$ cat src/rtl/dram_arbiter_pkg.sv
// Shared types and constants for the data-RAM arbiter.
package dram_arbiter_pkg;

  localparam int unsigned HWAIT_W = 4;

  // Owner of the read data returning from the RAM in the following cycle.
  typedef enum logic [1:0] {
    RD_NONE = 2'd0,
    RD_CORE = 2'd1,
    RD_HOST = 2'd2
  } rd_owner_t;

  // One-hot grant: at most one bit set in any cycle.
  typedef struct packed {
    logic w;
    logic r;
    logic h;
  } grant_t;

endpackage

$ cat src/rtl/dram_grant.sv
// Combinational grant encoder: fixed W > R > H priority, host promoted when
// its starvation bound is reached, host lock excludes both core requesters.
module dram_grant
  import dram_arbiter_pkg::*;
(
  input  logic   w_req,
  input  logic   r_req,
  input  logic   h_req,
  input  logic   h_lock,
  input  logic   host_due,
  output grant_t gnt
);

  // Select at most one winner from the current requests.
  always_comb begin
    gnt = '0;
    if (h_lock) begin
      gnt.h = h_req;
    end else if (host_due && h_req) begin
      gnt.h = 1'b1;
    end else if (w_req) begin
      gnt.w = 1'b1;
    end else if (r_req) begin
      gnt.r = 1'b1;
    end else if (h_req) begin
      gnt.h = 1'b1;
    end
  end

endmodule

$ cat src/rtl/dram_arbiter.sv
// Arbitrates one single-port data RAM between the write-back stage, the
// data-fetch stage and a host/debug port, one access per cycle.
module dram_arbiter
  import dram_arbiter_pkg::*;
#(
  parameter int unsigned A_WIDTH   = 12,
  parameter int unsigned D_WIDTH   = 8,
  parameter int unsigned HOST_WAIT = 4
) (
  input  logic               clk,
  input  logic               reset,
  input  logic               w_req,
  input  logic [A_WIDTH-1:0] w_a,
  input  logic [D_WIDTH-1:0] w_d,
  output logic               w_ack,
  input  logic               r_req,
  input  logic [A_WIDTH-1:0] r_a,
  output logic               r_ack,
  output logic               r_drdy,
  output logic [D_WIDTH-1:0] r_q,
  input  logic               h_req,
  input  logic               h_we,
  input  logic [A_WIDTH-1:0] h_a,
  input  logic [D_WIDTH-1:0] h_d,
  input  logic               h_lock,
  output logic               h_ack,
  output logic               h_drdy,
  output logic [D_WIDTH-1:0] h_q,
  output logic               mce,
  output logic               mwe,
  output logic [A_WIDTH-1:0] ma,
  output logic [D_WIDTH-1:0] md,
  input  logic [D_WIDTH-1:0] mq
);

  localparam logic [HWAIT_W-1:0] HOST_WAIT_L = HWAIT_W'(HOST_WAIT);

  grant_t               gnt;
  logic [HWAIT_W-1:0]   hwait;
  rd_owner_t            rd_owner;
  logic [D_WIDTH-1:0]   r_q_hold;
  logic [D_WIDTH-1:0]   h_q_hold;
  logic                 core_ret;
  logic                 host_ret;

  // Requests are masked while reset is high so no grant, ack or RAM access
  // can leak out during the reset cycle itself.
  dram_grant u_grant (
    .w_req    (w_req & ~reset),
    .r_req    (r_req & ~reset),
    .h_req    (h_req & ~reset),
    .h_lock   (h_lock),
    .host_due (hwait == HOST_WAIT_L),
    .gnt      (gnt)
  );

  assign w_ack = gnt.w;
  assign r_ack = gnt.r;
  assign h_ack = gnt.h;

  // Route the winner's operands onto the RAM port.
  always_comb begin
    mce = 1'b0;
    mwe = 1'b0;
    ma  = '0;
    md  = '0;
    if (gnt.w) begin
      mce = 1'b1;
      mwe = 1'b1;
      ma  = w_a;
      md  = w_d;
    end else if (gnt.r) begin
      mce = 1'b1;
      ma  = r_a;
    end else if (gnt.h) begin
      mce = 1'b1;
      mwe = h_we;
      ma  = h_a;
      md  = h_d;
    end
  end

  // Read data appears on mq one cycle after the grant; the owner register
  // steers it to the right port, and the hold register keeps the last value
  // so q is registered state outside the return cycle.
  assign core_ret = (rd_owner == RD_CORE) && !reset;
  assign host_ret = (rd_owner == RD_HOST) && !reset;
  assign r_drdy   = core_ret;
  assign h_drdy   = host_ret;

  // Return-path mux: live RAM data in the return cycle, held value otherwise.
  always_comb begin
    r_q = r_q_hold;
    h_q = h_q_hold;
    if (reset) begin
      r_q = '0;
      h_q = '0;
    end else begin
      if (core_ret) r_q = mq;
      if (host_ret) h_q = mq;
    end
  end

  // Starvation counter, read-owner tracking and read-data hold registers.
  always_ff @(posedge clk) begin
    if (reset) begin
      hwait    <= '0;
      rd_owner <= RD_NONE;
      r_q_hold <= '0;
      h_q_hold <= '0;
    end else begin
      if (!h_req || gnt.h) begin
        hwait <= '0;
      end else if (hwait != HOST_WAIT_L) begin
        hwait <= hwait + 1'b1;
      end

      if (gnt.r) begin
        rd_owner <= RD_CORE;
      end else if (gnt.h && !h_we) begin
        rd_owner <= RD_HOST;
      end else begin
        rd_owner <= RD_NONE;
      end

      if (rd_owner == RD_CORE) r_q_hold <= mq;
      if (rd_owner == RD_HOST) h_q_hold <= mq;
    end
  end

endmodule

$ cat config.mk
export PLATFORM = sky130hd
export DESIGN_NAME = dram_arbiter
export DESIGN_NICKNAME = d
export VERILOG_FILES = /design/src/rtl/dram_arbiter_pkg.sv /design/src/rtl/dram_grant.sv /design/src/rtl/dram_arbiter.sv
export SDC_FILE = /design/constraint.sdc
export NUM_CORES = 1
export LEC_CHECK = 0
export ABC_AREA = 1
export CAP_MARGIN = 20
export CORE_UTILIZATION = 33
export CTS_CLUSTER_DIAMETER = 200
export CTS_CLUSTER_SIZE = 20
export DETAILED_ROUTE_END_ITERATION = 10
export PLACE_DENSITY = 0.81
export SKIP_LAST_GASP = 1
export SYNTH_ARGS = -nofsm -noshare
export SYNTH_HDL_FRONTEND = slang
export SYNTH_SLANG_ARGS = --single-unit
$ cat constraint.sdc
create_clock -name clk -period 2.1 [get_ports clk]
set_clock_uncertainty 0.2 [all_clocks]
set_input_delay 0.525 -clock clk [delete_from_list [all_inputs] [get_ports clk]]
set_output_delay 0.525 -clock clk [all_outputs]
set_load 0.005 [all_outputs]
=== Yosys cells after proc, flatten, opt, wreduce, memory -nomap -nowiden ===
Cells that the tools add are included.

* Flip-flop bits (word level): 22
* Input bits: 67
* Output and inout bits: 43
* Word-level logic and storage cells: 51

* Add/subtract/negate cells: 1
* Equal/unequal tests: 4
* Multiplexer cells: 27
* Bitwise gates (word level): 4
* Reductions and logical operators: 10

{| class="wikitable"
|+ Operator list
! kind !! count
|-
| 2-to-1 mux 8 bit || 7
|-
| 2-to-1 mux 12 bit || 3
|-
| 2-to-1 mux 1 bit || 13
|-
| 2-to-1 mux 2 bit || 4
|-
| adder 4 x 1 -> 4 bit (second input constant) || 1
|-
| equality test 4 x 3 -> 1 bit (second input constant) || 1
|-
| logical AND 1 bit || 4
|-
| inequality test 4 x 3 -> 1 bit (second input constant) || 1
|-
| OR reduction 2 bit || 2
|-
| AND 1 bit || 3
|-
| logical NOT 1 bit || 3
|-
| equality test 2 x 1 -> 1 bit (second input constant) || 1
|-
| equality test 2 bit (second input constant) || 1
|-
| logical OR 1 bit || 1
|-
| NOT 1 bit || 1
|}

=== Longest topological paths before layout ===
Gate-level depths: netlist of the first run.

* Depth after elaboration: 10
* Depth in mapped cells: 10

=== Modules after synthesis ===
From an unflattened synthesis of the first run, not the netlist that was laid out.

* Cells, all modules: 234
* Area total of the unflattened synthesis: 1353.8 sq um

{| class="wikitable"
|+ By module, submodules not included
! module !! times used !! cells an instance !! area an instance (sq um)
|-
| dram_arbiter || 1 || 223 || 1310.0
|-
| dram_grant || 1 || 11 || 43.8
|}

=== Least setup slack after synthesis of the first run ===
OpenSTA, ideal clock, no wires.

* Kind: register to output
* Start: register hwait[0]
* End: output mce
* Data arrival time: 1.214 ns
* Data required time: 1.375 ns
* Setup slack: 0.161 ns
* Cell stages (with the launch flop): 11
* Path through: dfxtp_1 inv_1 ha_1 nand2_2 nor2_8 nand2_4 nand2_2 inv_2 buf_6 nor2_2 nand2_1

{| class="wikitable"
|+ RTL lines
! what !! RTL line !! source
|-
| start, declared || dram_arbiter.sv:39 || <nowiki>logic [HWAIT_W-1:0] hwait;</nowiki>
|-
| start signal, assigned || dram_arbiter.sv:115 || <nowiki>hwait <= hwait + 1'b1;</nowiki>
|-
| equality test 4 x 3 -> 1 bit || dram_arbiter.sv:53 || <nowiki>.host_due (hwait == HOST_WAIT_L),</nowiki>
|-
| logical AND 1 bit || dram_grant.sv:19 || <nowiki>end else if (host_due && h_req) begin</nowiki>
|-
| 2-to-1 mux 2 bit || dram_grant.sv:19 ||
|-
| 2-to-1 mux 2 bit || dram_grant.sv:17 || <nowiki>if (h_lock) begin</nowiki>
|-
| via w_ack || dram_arbiter.sv:15 || <nowiki>output logic w_ack,</nowiki>
|-
| 2-to-1 mux 1 bit || dram_arbiter.sv:67 || <nowiki>if (gnt.w) begin</nowiki>
|-
| end, declared || dram_arbiter.sv:29 || <nowiki>output logic mce,</nowiki>
|}

The timed path passes the listed nets, and every way through them passes these cells.

=== Final worst setup path of the first run ===
* Start: register hwait[1]
* End: output mce

* Longest elaborated chain between the ends: 7

{| class="wikitable"
|+ Ends and longest elaborated chain
! what !! RTL line !! source
|-
| equality test 4 x 3 -> 1 bit * || dram_arbiter.sv:53 ||
|-
| logical AND 1 bit * || dram_grant.sv:19 ||
|-
| 2-to-1 mux 1 bit || dram_grant.sv:19 ||
|-
| 2-to-1 mux 1 bit || dram_grant.sv:17 ||
|-
| 2-to-1 mux 1 bit || dram_arbiter.sv:75 || <nowiki>end else if (gnt.h) begin</nowiki>
|-
| 2-to-1 mux 1 bit || dram_arbiter.sv:72 || <nowiki>end else if (gnt.r) begin</nowiki>
|-
| 2-to-1 mux 1 bit * || dram_arbiter.sv:67 ||
|}

Mark *: on every way between the ends. The rest lies on a longest branch, timed or not.

==> results.txt, run 1 <==
The run finished, with violations left. The checks that failed: negative setup slack. The post-place setup slack came out at -0.964 ns.

Measured along the x axis, the die boundary spans 66.6 um. The number of antenna violations at the first check in global routing came out at 0. Using the TritonRoute via totals, the vias-per-cell ratio works out to 5.17.

The slowest stage of the critical path belongs to the cell sky130_fd_sc_hd__dfxtp_2. The multi-input logic area is 0.00124 mm2. In the routed design, unresolved DRC markers number 0. The post-route antenna net violation count is 0. The final net count came out at 460. TritonCTS built the clock tree. The via count of the first global-routing pass is 2196.

In the final routed layout, each cell accounts on average for 18.0 um. In this design, the critical path's most frequently occurring cell is sky130_fd_sc_hd__buf_6. Dividing the synthesized area by the synthesized cell count gives 6.32 um2. The floorplan row count is 23. The parity-gate share of the synthesized area counting xor and xnor cells came out at 0.0127. The largest stage delay on the critical path is 0.33 ns. Across every metal layer, demand over resource in global routing totals 0.293. The routed wire length came out at 7920 um. Routability-driven placement finished with a final weighted congestion of 0.753. The final critical path time including I/O delays and setup came out at 2.43 ns.

The layer flagged by global routing as most heavily used is met2. The maximum number of pins on one net before global-route repair is 14. The via total after detailed routing came out at 2274.

The worst hold path begins at r_q_hold[5]$_SDFFE_PP0N_. The number of endpoints failing setup at the final stage is 31. The share of the synthesized area in compound gates (AO/OA/AOI/OAI) is 0.0672.

The analysis attributes to cell leakage a power of 1.73 nW. After synthesis, the cell types taking the most area are sky130_fd_sc_hd__dfxtp_1 (32%), sky130_fd_sc_hd__nor2_1 (16%), sky130_fd_sc_hd__nand2_1 (15%). The number of max-cap violations came out at 0.

In the finished design, the share of the clock period the worst path needs comes to 1.16. The origin of the worst setup path is hwait[1]$_SDFFE_PP0P_. The worst setup margin came out at -0.335 ns.

The first-pass GRT wire length is 9830 um. The number of port buffers is 109. The nature of the critical path endpoint is an output pin.

The number of inserted diodes came out at 0. Detailed placement finished with a half-perimeter wire length of 3680 um. The clock latency reported for the late side of the worst-skew pair is 0.28 ns. The number of different library cells used by synthesis comes to 22. Broken down by cell family, the worst path's largest delay share belongs to buffers and inverters. Setup repair after global routing could not meet its margin everywhere. The worst register-to-register path begins at hwait[1]$_SDFFE_PP0P_. The count of final hold-check violations came to 0. The number of clock sinks seen by CTS came out at 22.

The count of final max-slew check failures is 0. The global-route track usage on met3 came out at 0.0651. The proportion of synthesized chip area in sequential cells came out at 0.320. The min-delay analysis places its worst path in the category register to register. CTS built an H-tree with a depth of 1. The effective utilization at floorplan came out at 0.344. The die area is 0.00444 mm2. In this run the worst path has a maximum fanout of 6. After synthesis, the largest family of logic cells by area is simple AND/OR/NAND/NOR gates. The synthesized net count is 287. The number of optimization iterations in the first detailed-route pass is 4.

The fraction of final layout cells sized beyond drive strength 1 is 0.500. For this run, the share of the core covered by cells in the final layout is 0.873. The synthesized instance count came out at 218.

The total core area came out at 0.00400 mm2. The required time of the worst setup path is 1.37 ns. The adder and majority cell fraction of the synthesized area came out at 0.0182. The number of buffers inserted for hold repair after clock tree synthesis is 0.

The total power draw came out at 1.36 mW. The met2 global-route usage came out at 0.552. The clock-pin slew on the worst setup and hold paths is 0.09 ns. In this run the vertical extent of the chip is 66.6 um. The arrival time at the worst endpoint is 1.71 ns.

The leading area contributor after synthesis is sky130_fd_sc_hd__dfxtp_1. The worst-case IR drop observed on VDD is 0.268 mV. The number of synthesized register bits is 22. The count of fill cells added during filler insertion came out at 197.

Clock tree synthesis selected as its root buffer the cell sky130_fd_sc_hd__clkbuf_8. The worst setup path is of the register to output pin kind. Summing all flip-flop and latch instances after layout gives 448 um2. No sink is reached through more buffers than the 2 on the longest clock path.

In this run the tightest slew margin relative to its limit is 0.783. The portion of synthesized area spent on multiplexers is 0. The area share of the largest cell type after synthesis came out at 0.320. For the pin with the worst max-slew slack, the measured transition is 0.324 ns. The cell area after synthesis came out at 0.00138 mm2. The total power per unit cell area is 391 mW/mm2.

The number of buffer and inverter instances along the worst setup path came out at 6. After the first detailed-routing iteration, the DRC count stood at 84. Static timing analysis puts the maximum clock frequency at 411 MHz. During I/O placement, the number of pins put on the boundary was 110. The overflow left after global routing came out at 0. The routing usage on met1 came out at 0.287. Of the total synthesized cell area, the portion taken by AND, OR, NAND and NOR gates is 0.500. The area added between synthesis and finish is 153%. The signal on the critical path passes through inv_2 > ha_4 > nand2_4 > nor2_8 > nand3_4 > buf_6 > nand2_8 > buf_8 > buf_6 > inv_4 > nand2_2 > buf_2. The nature of the critical path startpoint is a register. The total CTS buffers is 3. Yosys printed 0 warnings.
-- state kept, by name (all words and copies together) (netlist names) --
name / cells
rd_owner: 2
h_q_hold: 8
hwait: 4
r_q_hold: 8
-- per-stage QoR --
stage | area, um2 | cells | hold slack [ns] | setup TNS (ns)
detailed placement | 2780 | 406 | 0.259 | -36.91
CTS | 3200 | 436 | 0.277 | -5.78
floorplan | 1380 | 218 | 0.242 | 0
global placement | 2780 | 406 | 0.249 | -35.56
global route | 3490 | 440 | 0.311 | -8.50
finish | 3490 | 440 | 0.280 | -6.48
-- tightest hold or removal path, cell delays in order, from the launching register on --
cell and delay [ns]:
sky130_fd_sc_hd__dfxtp_1 0.32, sky130_fd_sc_hd__nor2_1 0.05, sky130_fd_sc_hd__nor2_1 0.08
-- routing by layer --
metal	share of wire	wire (um)
met1	0.33	2650
met2	0.54	4310
met3	0.069	549
met4	0.051	406
met5	0	0
-- placed cells by master, fill, tap and decap left out, types with 5 or more instances in the layout --
cell type                         instances
sky130_fd_sc_hd__buf_6                   19
sky130_fd_sc_hd__buf_2                   28
sky130_fd_sc_hd__o21ai_4                  5
sky130_fd_sc_hd__nand2_4                 16
sky130_fd_sc_hd__nor2_4                  12
sky130_fd_sc_hd__nand3_1                 18
sky130_fd_sc_hd__nand2_1                 25
sky130_fd_sc_hd__nand3_2                  8
sky130_fd_sc_hd__o21ai_1                  6
sky130_fd_sc_hd__nand2_2                 18
sky130_fd_sc_hd__nor2_1                  46
sky130_fd_sc_hd__o21ai_2                  5
sky130_fd_sc_hd__clkdlybuf4s50_1         53
sky130_fd_sc_hd__dfxtp_1                 18
sky130_fd_sc_hd__buf_4                   40
sky130_fd_sc_hd__dlygate4sd2_1           12
sky130_fd_sc_hd__clkdlybuf4s15_1          5
-- synthesized netlist by cell type, drive strengths merged --
cell type / count
clkbuf: 1
nand2: 60
xor2: 2
buf: 6
inv: 12
nor2: 63
nand3: 28
dfxtp: 22
clkinv: 2
and2: 2
o21ai: 17
a21boi: 1
ha: 2
-- report_power, final --
group	switching (mW)	internal (mW)	total [mW]
Sequential	0.00843	0.433	0.441
Clock	0.159	0.255	0.415
Combinational	0.224	0.283	0.508
Total	0.392	0.971	1.36
-- repair_timing --
action | 4_1_cts | 5_1_grt
endpoints found under the setup margin | 43 | 40
gates cloned | 5 | 1
pin swaps | 38 | 17
setup buffers | 21 | 4
resized for setup | 258 | 78
-- cells by family after synthesis --
group,Yosys count
DFF,22
xor gates and xnor gates,2
buffers and inverters,21
and+or+nand+nor,153
AOI/OAI and AO/OA,18
adders and majority gates,2
-- area by class of cell --
| type | instances | area share |
|---|---|---|
| sequential | 22 | 0.128 |
| clock inverter | 1 | 0.00860 |
| timing repair buffer | 173 | 0.457 |
| multi-input combinational | 177 | 0.355 |
| tap | 50 | 0.0179 |
| clock buffer | 3 | 0.0118 |
| inverter | 14 | 0.0215 |
-- final timing paths --
check	slack (ns)	end	cells after the start
hold / removal	0.28	r_q_hold[5]$_SDFFE_PP0N_	2
hold reg to reg	0.28	r_q_hold[5]$_SDFFE_PP0N_	2
setup / recovery	-0.33	mce	12
setup reg to reg	0.31	rd_owner[1]$_SDFF_PP0_	12
(Power assumes the default switching activity.)
==> inputs of run 2 (changes only) <==
--- a/config.mk
+++ b/config.mk
@@ -7,6 +7,7 @@
 export LEC_CHECK = 0
 export ABC_AREA = 1
 export CAP_MARGIN = 20
+export CORE_MARGIN = 10
 export CORE_UTILIZATION = 33
 export CTS_CLUSTER_DIAMETER = 200
 export CTS_CLUSTER_SIZE = 20
==> results.txt, run 2 (synthesized netlist as in run 1, its figures left out) <==
The flow ran to the end, but the final reports show violations. The final reports fail on negative setup slack. The top fanout value on the critical path came out at 4. Broken down by cell family, the worst path's largest delay share belongs to simple AND/OR/NAND/NOR gates. In this run the power density over the cells is 364 mW/mm2. For the worst setup path, the data required time is 1.37 ns. The part of the total power dissipated in combinational logic is 0.383. The clock share of power is 0.253. The number of clock sinks seen by CTS is 22. The total DRC errors in the routed layout came out at 0. The number of optimization iterations in the first detailed-route pass is 4. The vertical extent of the die came out at 84.6 um. The first-pass GRT wire length came out at 10300 um. The HPWL after detailed placement is 4670 um.

The finished layout holds 445 standard cells, fillers aside. Once layout is complete, the utilization of the core stands at 0.823. The sequential power share came out at 0.364. The overflow left after global routing is 0. The number of port buffers came out at 109. The number of endpoints failing setup at the final stage came out at 25. For this run, the top clock speed supported by timing is 416 MHz. At the end of routability-driven placement, the weighted congestion stood at 0.810. Walking the worst path, the cells encountered are inv_2 > ha_4 > nand2_4 > nor2_8 > nand3_4 > nand2_8 > buf_6 > buf_6 > nand2_2 > nand2_1 > buf_2.

The post-route antenna net violation count came out at 0. After floorplanning, the core was sized to cover 0.00403 mm2. The internal portion of total power came out at 0.877 mW. The ratio of routed vias to standard cells came out at 4.58. After detailed routing, the average wire length per cell comes to 15.0 um. The floorplan row count came out at 23. The setup path with the least slack is of type register to output pin. The final net count came out at 464. Across the VDD grid, the largest voltage drop is 0.247 mV. The clock tree buffer depth came out at 2. The number of hold buffers added after CTS was 0. Of the available clock period, the critical path in the final layout requires 1.14. For this design the top-level I/O count stands at 110. In this run the worst hold path is classified as register to register. The DRC violation total after the first TritonRoute iteration came out at 49. The number of buffer and inverter instances along the worst setup path came out at 4.

Clock tree synthesis selected as its root buffer the cell sky130_fd_sc_hd__clkbuf_8. The worst setup path is captured at an output pin. The total track usage came out at 0.170. The fraction of final layout cells sized beyond drive strength 1 is 0.464. By instance count, the cell type seen most on the critical path is sky130_fd_sc_hd__buf_6. The worst setup path is launched from a register. The die area came out at 0.00716 mm2. The arrival time at the worst endpoint came out at 1.68 ns.

The number of max-cap violations is 0. The worst-case headroom to the max-slew limit is 0.849. TritonCTS built the clock tree. The clock latency reported for the late side of the worst-skew pair came out at 0.26 ns. The post-place setup slack is -0.964 ns. The library cell used most frequently in the layout, excluding fill and tap cells, is sky130_fd_sc_hd__clkdlybuf4s50_1. Clock-pin slew was measured on the worst setup and hold paths at 0.08 ns. The via total after detailed routing came out at 2038. The area added between synthesis and finish is 141%. The largest stage delay on the critical path is 0.33 ns.

The top cell types in the final layout, fill and taps aside, are sky130_fd_sc_hd__clkdlybuf4s50_1 (54), sky130_fd_sc_hd__nor2_1 (46), sky130_fd_sc_hd__buf_4 (45), sky130_fd_sc_hd__nand2_1 (35), sky130_fd_sc_hd__buf_2 (35). The transition time at the pin with the least slew margin came out at 0.226 ns. The net switching power of the design is 0.331 mW. The slowest library cell on the worst path is sky130_fd_sc_hd__dfxtp_2.

The number of antenna violations at the first check in global routing was 1. From left edge to right edge, the die measures 84.6 um. The maximum number of pins on one net before global-route repair is 13. The count of final max-slew check failures is 0. The count of final hold-check violations is 0. In this run, placement finished with an instance count of 409. The final critical path time including I/O delays and setup came out at 2.40 ns. Setup repair after global routing could not meet its margin everywhere. Setup total negative slack on the finished layout was measured at -5.62 ns.

Wires add up to 6680 um. Once routing completed, OpenROAD measured the worst setup slack at -0.304 ns. Counting the buffers created by CTS gives 3. The via count of the first global-routing pass came out at 2192. The net switching fraction of the power is 0.274. The initial utilization of the core area, before any placement, comes to 0.342. The largest registers in the layout are h_q_hold (8), r_q_hold (8), hwait (4). CTS built an H-tree with a depth of 1. The leakage power summed over all cells came out at 1.68 nW.

The setup slack on the worst flop-to-flop path is 0.34 ns.
run 2: final timing paths:
path / start / end / depth (start not counted)
setup / recovery: hwait[0]$_SDFFE_PP0P_ / md[7] / 11
hold / removal: r_q_hold[6]$_SDFFE_PP0N_ / r_q_hold[6]$_SDFFE_PP0N_ / 2
setup reg to reg: hwait[0]$_SDFFE_PP0P_ / rd_owner[1]$_SDFF_PP0_ / 11
hold reg to reg: r_q_hold[6]$_SDFFE_PP0N_ / r_q_hold[6]$_SDFFE_PP0N_ / 2
run 2: cell type report:
type,instances,area [um2]
Antenna cell,1,2.50
Clock buffer,4,55.1
Fill cell,274,713
Inverter,14,72.6
Multi-Input combinational cell,177,1100
Sequential cell,22,448
Tap cell,50,62.6
Timing Repair Buffer,177,1580
run 2: repair_timing:
item | CTS | global route
cloned | 4 | 1
endpoints found under the setup margin | 43 | 41
pin swaps | 30 | 18
setup buffers | 23 | 5
gates resized for setup | 246 | 63
run 2: power by group through the flow:
stage	clock, mW	sequential (mW)	combinational, mW
after global routing	0.333	0.440	0.501
after floorplan	0	0.446	0.107
after CTS	0.314	0.438	0.427
after global placement	0	0.446	0.378
final	0.305	0.439	0.463
after detailed placement	0	0.447	0.385
run 2: worst register-to-register path: stages, from the launching register on:
cell and delay [ns]:
sky130_fd_sc_hd__dfxtp_2 0.33, sky130_fd_sc_hd__inv_2 0.07, sky130_fd_sc_hd__ha_4 0.14, sky130_fd_sc_hd__nand2_4 0.07, sky130_fd_sc_hd__nor2_8 0.12, sky130_fd_sc_hd__nand3_4 0.16, sky130_fd_sc_hd__nand2_8 0.13, sky130_fd_sc_hd__buf_6 0.11
sky130_fd_sc_hd__buf_6 0.09, sky130_fd_sc_hd__inv_1 0.04, sky130_fd_sc_hd__buf_4 0.12, sky130_fd_sc_hd__nor2_1 0.12
run 2: per-stage QoR:
stage | area [um2] | hold WS (ns) | power, mW
6_report | 3320 | 0.277 | 1.21
5_1_grt | 3320 | 0.311 | 1.27
4_1_cts | 3090 | 0.288 | 1.18
3_5_place_dp | 2790 | 0.269 | 0.832
3_3_place_gp | 2790 | 0.250 | 0.824
2_1_floorplan | 1380 | 0.242 | 0.553
run 2: layer usage:
metal	up-vias	global-route usage	wire length (um)
met5	-	0	0
met4	0	0.0584	87
met3	10	0.0870	771
met2	93	0.282	3260
met1	892	0.183	2560
li1	1043	-	-
